File: src/rtl/boot_ctrl_pkg.sv
// Shared types for the boot/programming session controller: FSM states,
// the memory request bundle carried through the port mux, and sizing helpers.
package boot_ctrl_pkg;

    typedef enum logic [2:0] {
        RUN,
        HALT,
        PROGRAM,
        DRAIN,
        BOOT
    } boot_state_e;

    typedef struct packed {
        logic        req;
        logic        we;
        logic [3:0]  be;
        logic [31:0] addr;
        logic [31:0] wdata;
    } mem_req_t;

    localparam mem_req_t MEM_IDLE = '0;

    function automatic int unsigned max_u(input int unsigned a, input int unsigned b);
        return (a > b) ? a : b;
    endfunction

    // Bits needed to hold 0..n, never less than one bit.
    function automatic int unsigned width_for(input int unsigned n);
        int unsigned w;
        w = $clog2(n + 1);
        return (w < 1) ? 1 : w;
    endfunction

endpackage

File: src/rtl/sync_2ff.sv
// Generic two-flop synchroniser for bringing asynchronous levels into the
// clock domain; resets to zero.
module sync_2ff #(
    parameter int WIDTH = 1
) (
    input  logic             clk,
    input  logic             rst_n,
    input  logic [WIDTH-1:0] d,
    output logic [WIDTH-1:0] q
);

    logic [WIDTH-1:0] meta;

    always_ff @(posedge clk or negedge rst_n) begin
        if (!rst_n) begin
            meta <= '0;
            q    <= '0;
        end else begin
            meta <= d;
            q    <= meta;
        end
    end

endmodule

File: src/rtl/boot_session_ctrl.sv
// Owns the instruction-memory write port: core traffic in RUN, UART programmer
// traffic during a session, then holds the core in reset and reboots it.
module boot_session_ctrl
    import boot_ctrl_pkg::*;
#(
    parameter logic [31:0] PROGRAMMER_START_ADDR = 32'h0000_0800,
    parameter int unsigned IDLE_TIMEOUT_CYCLES   = 5_000_000,
    parameter int unsigned RESET_HOLD_CYCLES     = 16,
    parameter int unsigned DRAIN_CYCLES          = 8
) (
    input  logic        clk_i,
    input  logic        reset_ni,
    input  logic        programmer_enable_i,
    output logic        programmer_enable_o,
    input  logic        prog_write_enable_i,
    input  logic [31:0] prog_write_addr_i,
    input  logic [31:0] prog_write_data_i,
    input  logic        core_mem_req_i,
    input  logic        core_mem_we_i,
    input  logic [3:0]  core_mem_be_i,
    input  logic [31:0] core_mem_addr_i,
    input  logic [31:0] core_mem_wdata_i,
    output logic        core_mem_gnt_o,
    output logic        mem_req_o,
    output logic        mem_we_o,
    output logic [3:0]  mem_be_o,
    output logic [31:0] mem_addr_o,
    output logic [31:0] mem_wdata_o,
    output logic        core_reset_no,
    output logic [31:0] boot_addr_o,
    output logic        busy_o,
    output logic [15:0] words_written_o,
    output logic        prog_drop_o
);

    localparam int unsigned HOLD_W = width_for(max_u(RESET_HOLD_CYCLES, DRAIN_CYCLES));
    localparam int unsigned IDLE_W = width_for(IDLE_TIMEOUT_CYCLES);

    localparam logic [HOLD_W-1:0] HOLD_LAST =
        HOLD_W'((RESET_HOLD_CYCLES > 0) ? RESET_HOLD_CYCLES - 1 : 0);
    localparam logic [HOLD_W-1:0] DRAIN_LAST =
        HOLD_W'((DRAIN_CYCLES > 0) ? DRAIN_CYCLES - 1 : 0);
    localparam logic [IDLE_W-1:0] IDLE_MAX   = IDLE_W'(IDLE_TIMEOUT_CYCLES);
    localparam bit                TIMEOUT_ON = (IDLE_TIMEOUT_CYCLES != 0);

    boot_state_e       state;
    boot_state_e       state_next;
    logic [HOLD_W-1:0] hold_cnt;
    logic [IDLE_W-1:0] idle_cnt;
    logic [15:0]       words;
    logic              drop_q;
    logic              en_s;
    logic              en_q;
    logic              en_rise;
    logic              prog_owns;
    logic              prog_write;
    logic              idle_hit;
    mem_req_t          mem_sel;

    sync_2ff #(
        .WIDTH(1)
    ) u_en_sync (
        .clk  (clk_i),
        .rst_n(reset_ni),
        .d    (programmer_enable_i),
        .q    (en_s)
    );

    always_ff @(posedge clk_i or negedge reset_ni) begin
        if (!reset_ni) begin
            en_q <= 1'b0;
        end else begin
            en_q <= en_s;
        end
    end

    assign en_rise    = en_s & ~en_q;
    assign prog_owns  = (state == PROGRAM) || (state == DRAIN);
    assign prog_write = prog_owns & prog_write_enable_i;
    // Timeout only ends a session that actually wrote something.
    assign idle_hit   = TIMEOUT_ON && (idle_cnt == IDLE_MAX) && (words != 16'h0000);

    always_ff @(posedge clk_i or negedge reset_ni) begin
        if (!reset_ni) begin
            state <= BOOT;
        end else begin
            state <= state_next;
        end
    end

    always_comb begin
        state_next = state;
        case (state)
            RUN:     if (en_rise) state_next = HALT;
            HALT:    state_next = PROGRAM;
            PROGRAM: if (!en_s || idle_hit) state_next = DRAIN;
            DRAIN:   if (hold_cnt == DRAIN_LAST) state_next = BOOT;
            BOOT:    if (hold_cnt == HOLD_LAST) state_next = RUN;
            default: state_next = BOOT;
        endcase
    end

    // One counter serves both timed states; it restarts on every state change.
    always_ff @(posedge clk_i or negedge reset_ni) begin
        if (!reset_ni) begin
            hold_cnt <= '0;
        end else if ((state_next != state) || !((state == DRAIN) || (state == BOOT))) begin
            hold_cnt <= '0;
        end else begin
            hold_cnt <= hold_cnt + 1'b1;
        end
    end

    always_ff @(posedge clk_i or negedge reset_ni) begin
        if (!reset_ni) begin
            idle_cnt <= '0;
        end else if (state == HALT) begin
            idle_cnt <= '0;
        end else if (state == PROGRAM) begin
            if (prog_write_enable_i) begin
                idle_cnt <= '0;
            end else if (idle_cnt != IDLE_MAX) begin
                idle_cnt <= idle_cnt + 1'b1;
            end
        end
    end

    always_ff @(posedge clk_i or negedge reset_ni) begin
        if (!reset_ni) begin
            words  <= 16'h0000;
            drop_q <= 1'b0;
        end else begin
            drop_q <= prog_write_enable_i & ~prog_owns;
            if (state == HALT) begin
                words <= 16'h0000;
            end else if (prog_write && (words != 16'hFFFF)) begin
                words <= words + 16'h0001;
            end
        end
    end

    always_comb begin
        mem_sel             = MEM_IDLE;
        core_mem_gnt_o      = 1'b0;
        core_reset_no       = 1'b0;
        programmer_enable_o = 1'b0;
        busy_o              = 1'b1;
        case (state)
            RUN: begin
                mem_sel        = '{req:   core_mem_req_i,
                                   we:    core_mem_we_i,
                                   be:    core_mem_be_i,
                                   addr:  core_mem_addr_i,
                                   wdata: core_mem_wdata_i};
                core_mem_gnt_o = core_mem_req_i;
                core_reset_no  = 1'b1;
                busy_o         = 1'b0;
            end
            PROGRAM, DRAIN: begin
                mem_sel             = '{req:   prog_write_enable_i,
                                        we:    prog_write_enable_i,
                                        be:    4'hF,
                                        addr:  prog_write_addr_i,
                                        wdata: prog_write_data_i};
                programmer_enable_o = (state == PROGRAM);
            end
            default: begin
                mem_sel = MEM_IDLE;
            end
        endcase
    end

    assign mem_req_o       = mem_sel.req;
    assign mem_we_o        = mem_sel.we;
    assign mem_be_o        = mem_sel.be;
    assign mem_addr_o      = mem_sel.addr;
    assign mem_wdata_o     = mem_sel.wdata;
    assign boot_addr_o     = PROGRAMMER_START_ADDR;
    assign words_written_o = words;
    assign prog_drop_o     = drop_q;

endmodule

File: config.mk
export PLATFORM = sky130hd
export DESIGN_NAME = boot_session_ctrl
export DESIGN_NICKNAME = d
export VERILOG_FILES = /design/src/rtl/boot_ctrl_pkg.sv /design/src/rtl/sync_2ff.sv /design/src/rtl/boot_session_ctrl.sv
export SDC_FILE = /design/constraint.sdc
export NUM_CORES = 1
export LEC_CHECK = 0
export ABC_CLOCK_PERIOD_IN_PS = 1950
export BUFFER_PORTS_ARGS = -buffer_cell sky130_fd_sc_hd__buf_4
export CELL_PAD_IN_SITES_DETAIL_PLACEMENT = 0
export CELL_PAD_IN_SITES_GLOBAL_PLACEMENT = 1
export CORE_ASPECT_RATIO = 1.1
export CORE_MARGIN = 1.5
export CORE_UTILIZATION = 28
export CTS_CLUSTER_SIZE = 20
export DETAILED_ROUTE_END_ITERATION = 10
export PLACE_DENSITY_LB_ADDON = 0.3
export SKIP_LAST_GASP = 1
export SYNTH_ARGS = -nofsm -noshare
export SYNTH_HDL_FRONTEND = slang
export SYNTH_SLANG_ARGS = --single-unit
export TNS_END_PERCENT = 5
File: constraint.sdc
create_clock -name clk_i -period 1.95 [get_ports clk_i]
set_input_delay 0 -clock clk_i [delete_from_list [all_inputs] [get_ports clk_i]]
set_output_delay 0 -clock clk_i [all_outputs]
set_load 0.005 [all_outputs]
==> flow_summary.json, run 1 <==
{
  "seq_power_share_pct": 26.5,
  "fin_hold_ws_ns": 0.272,
  "yosysTopAreaCell": "dfrtp_1",
  "die_h_um": 122,
  "area_growth_pct": 61.7,
  "path_delay_family": "simple AND/OR/NAND/NOR gates",
  "synth_commonest_cells": "a22o_1 (64), dfrtp_1 (50), nor2_1 (38)",
  "synthArstFlopShare_pct": 100,
  "finalHoldViolations": 0,
  "hold_path.startpoint": "core_mem_we_i",
  "numClockSinks": 51,
  "cts_tree": "built",
  "firstDrtPassIters": 4,
  "p_leak_nw": 2.90,
  "postRouteAntennaNets": 0,
  "final_nets": 797,
  "pwr_density_cell_nw_per_um2": 895,
  "maxCapViolations": 0,
  "finClkSkew_ns": 0.00502,
  "wire_per_inst_um": 19.6,
  "grt_pass1_vias": 3807,
  "power.share.clock_pct": 21.8,
  "start_util_pct": 28.8,
  "grtUsageTotal_pct": 22.3,
  "clk_path_buf_depth": 2,
  "synth_seq_cells": 51,
  "status": "complete, no violations",
  "synth-seq-area-share_pct": 35.3,
  "criticalPathCategory": "reg -> out",
  "fin_setup_tns_ns": 0,
  "cpPeakStageDelay_ns": 0.60,
  "timing.final.max_slew_violations": 0,
  "crit_fanout": 13,
  "cp.arrival_ns": 1.90,
  "crit_start": "state[2]",
  "post-route-min-period_ns": 1.90,
  "drc": 0,
  "slew_headroom_pct": 55.9,
  "dieWidth_um": 111,
  "worstSkewPairLatency_ns": 0.30,
  "grt_pass1_wl_um": 23100,
  "drive_above_1_share_pct": 42.7,
  "io_pins": 261,
  "crit_path_top_delay_cell": "dfstp_2",
  "max_freq_mhz": 526,
  "overflow": 0,
  "fillers": 1272,
  "synth-main-ff-cell": "dfrtp_1",
  "crit_path_end_kind": "output pin",
  "crit_buf_inv": 3,
  "avgSynthCellArea_um2": 8.79,
  "crit_chain": "or3_4 -> clkinv_8 -> buf_12 -> and2_1 -> or2_2 -> buf_4",
  "port_buffers": 228,
  "grt_max_degree": 65,
  "net-switching-power_w": 0.00183,
  "tightest_slew_ns": 0.661,
  "cts_root_buffer": "clkbuf_16",
  "routed_via_density": 5.07,
  "antenna_found_initial": 1,
  "dr.first_iter.drc_count": 333,
  "synth_cell_type_count": 48,
  "die_area_um2": 13600,
  "vias": 4123,
  "switching_share_pct": 35.0,
  "ys_warn_count": 0,
  "dp_hpwl_um": 12700,
  "htreeDepth": 2,
  "combPwrFrac_pct": 51.7,
  "design.core.area_um2": 12600,
  "fin_crit_sh_pct": 97.6,
  "rr_startpoint": "idle_cnt[1]",
  "rsz0062_at_grt": "yes",
  "p_int_w": 0.00341,
  "setup-violations-final": 0,
  "yosys-top-cells-area": "dfrtp_1 (35%), a22o_1 (15%), buf_4 (6.6%)",
  "synth-edff-count": 0,
  "globalplace.congestion": 0.966,
  "synth_area_um2": 3620,
  "num_rows": 43,
  "ir_drop_mv": 0.514,
  "required_ns": 1.95,
  "start_kind": "flop",
  "yosysMostFrequentCell": "a22o_1",
  "wirelength_um": 15900,
  "netlist_instances": 412,
  "clkSlewWorstSetupHoldPaths_ns": 0.07,
  "yosysTopAreaCellShare_pct": 34.6,
  "hp-class": "in -> out",
  "cts_buffers": 5
}
power groups by stage:
| stage | clock (W) | sequential (W) | combinational, W |
|---|---|---|---|
| global route | 0.00120 | 0.00141 | 0.00293 |
| detailed placement | 0 | 0.00140 | 0.00263 |
| global placement | 0 | 0.00140 | 0.00261 |
| finish | 0.00114 | 0.00139 | 0.00271 |
| floorplan | 0 | 0.00137 | 0.00127 |
| CTS | 0.00117 | 0.00138 | 0.00268 |
kinds of logic (layout without fill, tap and decap cells):
| family | after synthesis | after routing | synth area share, % |
|---|---|---|---|
| simple gates | 163 | 163 | 24.2 |
| compound gates | 100 | 100 | 21.3 |
| buf+inv | 62 | 274 | 10.1 |
| flops | 51 | 51 | 35.3 |
| xor+xnor | 25 | 25 | 6.05 |
| fa+ha+maj | 6 | 6 | 2.07 |
| mux | 3 | 3 | 0.829 |
| other cells | 2 | 34 | 0.207 |
sequential cells by signal, summed over array words and instances, names as in the netlist:
name,cells
idle_cnt,23
u_en_sync.meta,1
prog_drop_o,1
state,3
hold_cnt,5
words_written_o,16
u_en_sync.q,1
en_q,1
path summary, 6_finish.rpt:
path                           endpoint  cells after the start  slack [ns]
setup reg to reg           idle_cnt[14]                      5        0.10
min in group asynchronous   idle_cnt[8]                      2        0.28
setup / recovery              mem_req_o                      6        0.05
max in group asynchronous      state[1]                      2        1.19
hold reg to reg             u_en_sync.q                      0        0.36
hold / removal                 mem_we_o                      4        0.27
per-layer routing:
layer / track usage (%) / vias to the layer above / wire length, µm
met3: 4.79 / 23 / 1100
met5: 0 / - / 0
met2: 37.8 / 167 / 7890
li1: - / 1929 / -
met4: 8.23 / 0 / 476
met1: 28.2 / 2004 / 6440
final cells by class:
type,count,area (µm²),share of cell area [%]
Clock buffer,5,125,2.14
Inverter,7,38.8,0.662
Timing Repair Buffer,259,2030,34.7
Antenna cell,2,5.00,0.0855
Clock inverter,3,67.6,1.15
Sequential cell,51,1280,21.9
Tap cell,157,196,3.35
Multi-Input combinational cell,329,2110,36.1
timing repair:
item	4_1_cts	5_1_grt
setup buffers	0	2
hold buffers	3	0
gates cloned	1	1
endpoints found under the setup margin	50	51
hold endpoints to repair	52	0
pin swaps	0	1
resized for setup	3	7
layout by cell type, fill, tap and decap left out, drive strengths merged, types with 4 or more instances in the layout:
| master | n |
|---|---|
| a21oi | 7 |
| a22o | 64 |
| a31oi | 6 |
| and3 | 6 |
| buf | 255 |
| clkbuf | 6 |
| conb | 32 |
| dfrtp | 50 |
| ha | 6 |
| inv | 6 |
| nand2 | 35 |
| nand2b | 4 |
| nand3 | 16 |
| nand4 | 15 |
| nor2 | 38 |
| nor3 | 14 |
| nor4 | 9 |
| nor4b | 4 |
| o21ai | 14 |
| o31ai | 4 |
| xnor2 | 12 |
| xor2 | 13 |
through the flow:
| step | worst slack [ns] | area, µm² | util (%) | power (W) | std cells |
|---|---|---|---|---|---|
| after global routing | -0.0302 | 5850 | 46.5 | 0.00555 | 812 |
| after CTS | -0.0587 | 5790 | 46.0 | 0.00524 | 808 |
| after detailed placement | 0.105 | 5530 | 43.9 | 0.00404 | 796 |
| after floorplan | 0.168 | 3730 | - | 0.00264 | 442 |
| final | 0.0474 | 5860 | 46.5 | 0.00524 | 813 |
| after global placement | 0.121 | 5530 | 43.9 | 0.00400 | 796 |
worst register-to-register path, cell delays in order, from the launching register on:
cell,delay (ns)
dfrtp_1,0.40
ha_1,0.23
nand3_1,0.10
or4_1,0.55
or4_1,0.41
nand3_1,0.10
Power figures use the tool's default switching activity.
==> run 2: changes to the inputs <==
--- a/config.mk
+++ b/config.mk
@@ -5,13 +5,13 @@
 export SDC_FILE = /design/constraint.sdc
 export NUM_CORES = 1
 export LEC_CHECK = 0
-export ABC_CLOCK_PERIOD_IN_PS = 1950
+export ABC_CLOCK_PERIOD_IN_PS = 2200
 export BUFFER_PORTS_ARGS = -buffer_cell sky130_fd_sc_hd__buf_4
 export CELL_PAD_IN_SITES_DETAIL_PLACEMENT = 0
 export CELL_PAD_IN_SITES_GLOBAL_PLACEMENT = 1
 export CORE_ASPECT_RATIO = 1.1
 export CORE_MARGIN = 1.5
-export CORE_UTILIZATION = 28
+export CORE_UTILIZATION = 30
 export CTS_CLUSTER_SIZE = 20
 export DETAILED_ROUTE_END_ITERATION = 10
 export PLACE_DENSITY_LB_ADDON = 0.3
==> constraint.sdc (replaced) <==
create_clock -name clk_i -period 2.2 [get_ports clk_i]
set_input_delay 0 -clock clk_i [delete_from_list [all_inputs] [get_ports clk_i]]
set_output_delay 0 -clock clk_i [all_outputs]
set_load 0.005 [all_outputs]
==> flow_summary.json, run 2 (synthesis results as in run 1) <==
{
  "crit_fanout": 14,
  "routed_via_density": 5.19,
  "grt_pass1_vias": 3771,
  "clkSlewWorstSetupHoldPaths_ns": 0.07,
  "globalplace.congestion": 0.914,
  "dieWidth_um": 108,
  "final_nets": 782,
  "crit_path_end_kind": "flop",
  "cts_buffers": 5,
  "tightest_slew_ns": 0.671,
  "maxCapViolations": 0,
  "start_util_pct": 31.2,
  "largest_register_ff_count": 23,
  "fin_util_pct": 48.4,
  "final_common_cell": "buf_4",
  "port_buffers": 228,
  "start_kind": "flop",
  "setup-violations-final": 0,
  "rsz0062_at_grt": "no",
  "finClkSkew_ns": 0.00794,
  "grt_max_degree": 65,
  "wire_per_inst_um": 19.0,
  "final_cell_mix": "buf_4 (239), a22o_1 (64), dfrtp_1 (50)",
  "cts_setup_buffers": 0,
  "design.core.area_um2": 11600,
  "status": "complete, no violations",
  "multi_input_area_um2": 2100,
  "switching_share_pct": 36.7,
  "clk_path_buf_depth": 2,
  "cts_root_buffer": "clkbuf_16",
  "cts_tree": "built",
  "timing.final.max_slew_violations": 0,
  "criticalPathCategory": "reg -> reg",
  "combPwrFrac_pct": 51.8,
  "htreeDepth": 2,
  "vias": 4091,
  "finalHoldViolations": 0,
  "post-route-min-period_ns": 2.07,
  "power.share.clock_pct": 18.8,
  "max_freq_mhz": 484,
  "pre_cts_slack_ns": 0.205,
  "layout_setup_ws_ns": 0.133,
  "dp_hpwl_um": 12200,
  "dr.first_iter.drc_count": 283,
  "net-switching-power_w": 0.00158,
  "io_pins": 261,
  "firstDrtPassIters": 4,
  "antenna_found_initial": 4,
  "fin_setup_tns_ns": 0,
  "p_leak_nw": 2.79,
  "seq_power_share_pct": 29.4,
  "die_h_um": 118,
  "num_antenna_cells": 0,
  "top_register": "idle_cnt",
  "num_rows": 41,
  "overflow": 0,
  "postRouteAntennaNets": 0,
  "worstSkewPairLatency_ns": 0.29,
  "die_area_um2": 12700,
  "final-seq-area_um2": 1280,
  "fin_crit_sh_pct": 94.0,
  "numClockSinks": 51,
  "cp.arrival_ns": 2.23,
  "grtUsageTotal_pct": 22.5,
  "fillers": 1162,
  "required_ns": 2.36,
  "hp-class": "in -> async",
  "pwr_density_cell_nw_per_um2": 767,
  "ir_drop_mv": 0.432,
  "wirelength_um": 15000,
  "drc": 0,
  "area_growth_pct": 55.0,
  "p_int_w": 0.00272,
  "drive_above_1_share_pct": 40.7,
  "slew_headroom_pct": 55.3,
  "grt_pass1_wl_um": 21700
}
run 2: path summary, 6_finish.rpt:
check,start,to,slack [ns],depth (start not counted)
min in group clk_i,core_mem_addr_i[23],mem_addr_o[23],0.28,3
max in group asynchronous,reset_ni,idle_cnt[3],1.46,2
max,state[1],idle_cnt[2],0.13,5
min reg2reg,u_en_sync.meta,u_en_sync.q,0.35,0
min,reset_ni,words_written_o[12],0.28,2
max reg2reg,state[1],idle_cnt[2],0.13,5
run 2: repair_timing:
| item | CTS | global route |
|---|---|---|
| resized for setup | 0 | 2 |
| endpoints found under the hold margin | 52 | 0 |
| setup endpoints to repair | 0 | 59 |
| hold buffers | 3 | 0 |
run 2: worst max-delay path, stage by stage, from the launching register on:
cell and delay (ns):
dfrtp_1 0.53, or3b_2 0.59, nand2b_1 0.29, nor3_1 0.13, o31ai_1 0.27, o21ai_0 0.12
run 2: metal layers:
metal / vias to the layer above / global-route usage [%] / part of all wire, %
li1: 1913 / - / -
met1: 1935 / 27.3 / 39
met2: 195 / 36.4 / 46
met3: 40 / 9.49 / 11
met4: 8 / 6.33 / 2.9
met5: - / 0 / 0.33
run 2: final cells by class:
| type | instances | area share (%) |
|---|---|---|
| timing repair buffer | 244 | 33.2 |
| inverter | 7 | 0.513 |
| sequential | 51 | 22.8 |
| clock buffer | 6 | 2.47 |
| tap | 150 | 3.34 |
| multi-input combinational | 329 | 37.4 |
| clock inverter | 2 | 0.290 |
run 2: power by group through the flow:
stage	sequential [W]	combinational, W	clock, W
final	0.00127	0.00223	0.000807
after global routing	0.00130	0.00241	0.000861
after CTS	0.00126	0.00223	0.000828
after detailed placement	0.00128	0.00222	0
after global placement	0.00127	0.00219	0
after floorplan	0.00122	0.00113	0
run 2: stage by stage:
| stage | hold WS (ns) | instances | total power [W] | instance area, µm² |
|---|---|---|---|---|
| finish | 0.279 | 789 | 0.00430 | 5610 |
| global route | 0.293 | 789 | 0.00457 | 5610 |
| CTS | 0.280 | 789 | 0.00432 | 5610 |
| detailed placement | 0.0774 | 778 | 0.00349 | 5420 |
| global placement | 0.0724 | 778 | 0.00346 | 5420 |
| floorplan | -0.296 | 442 | 0.00234 | 3730 |
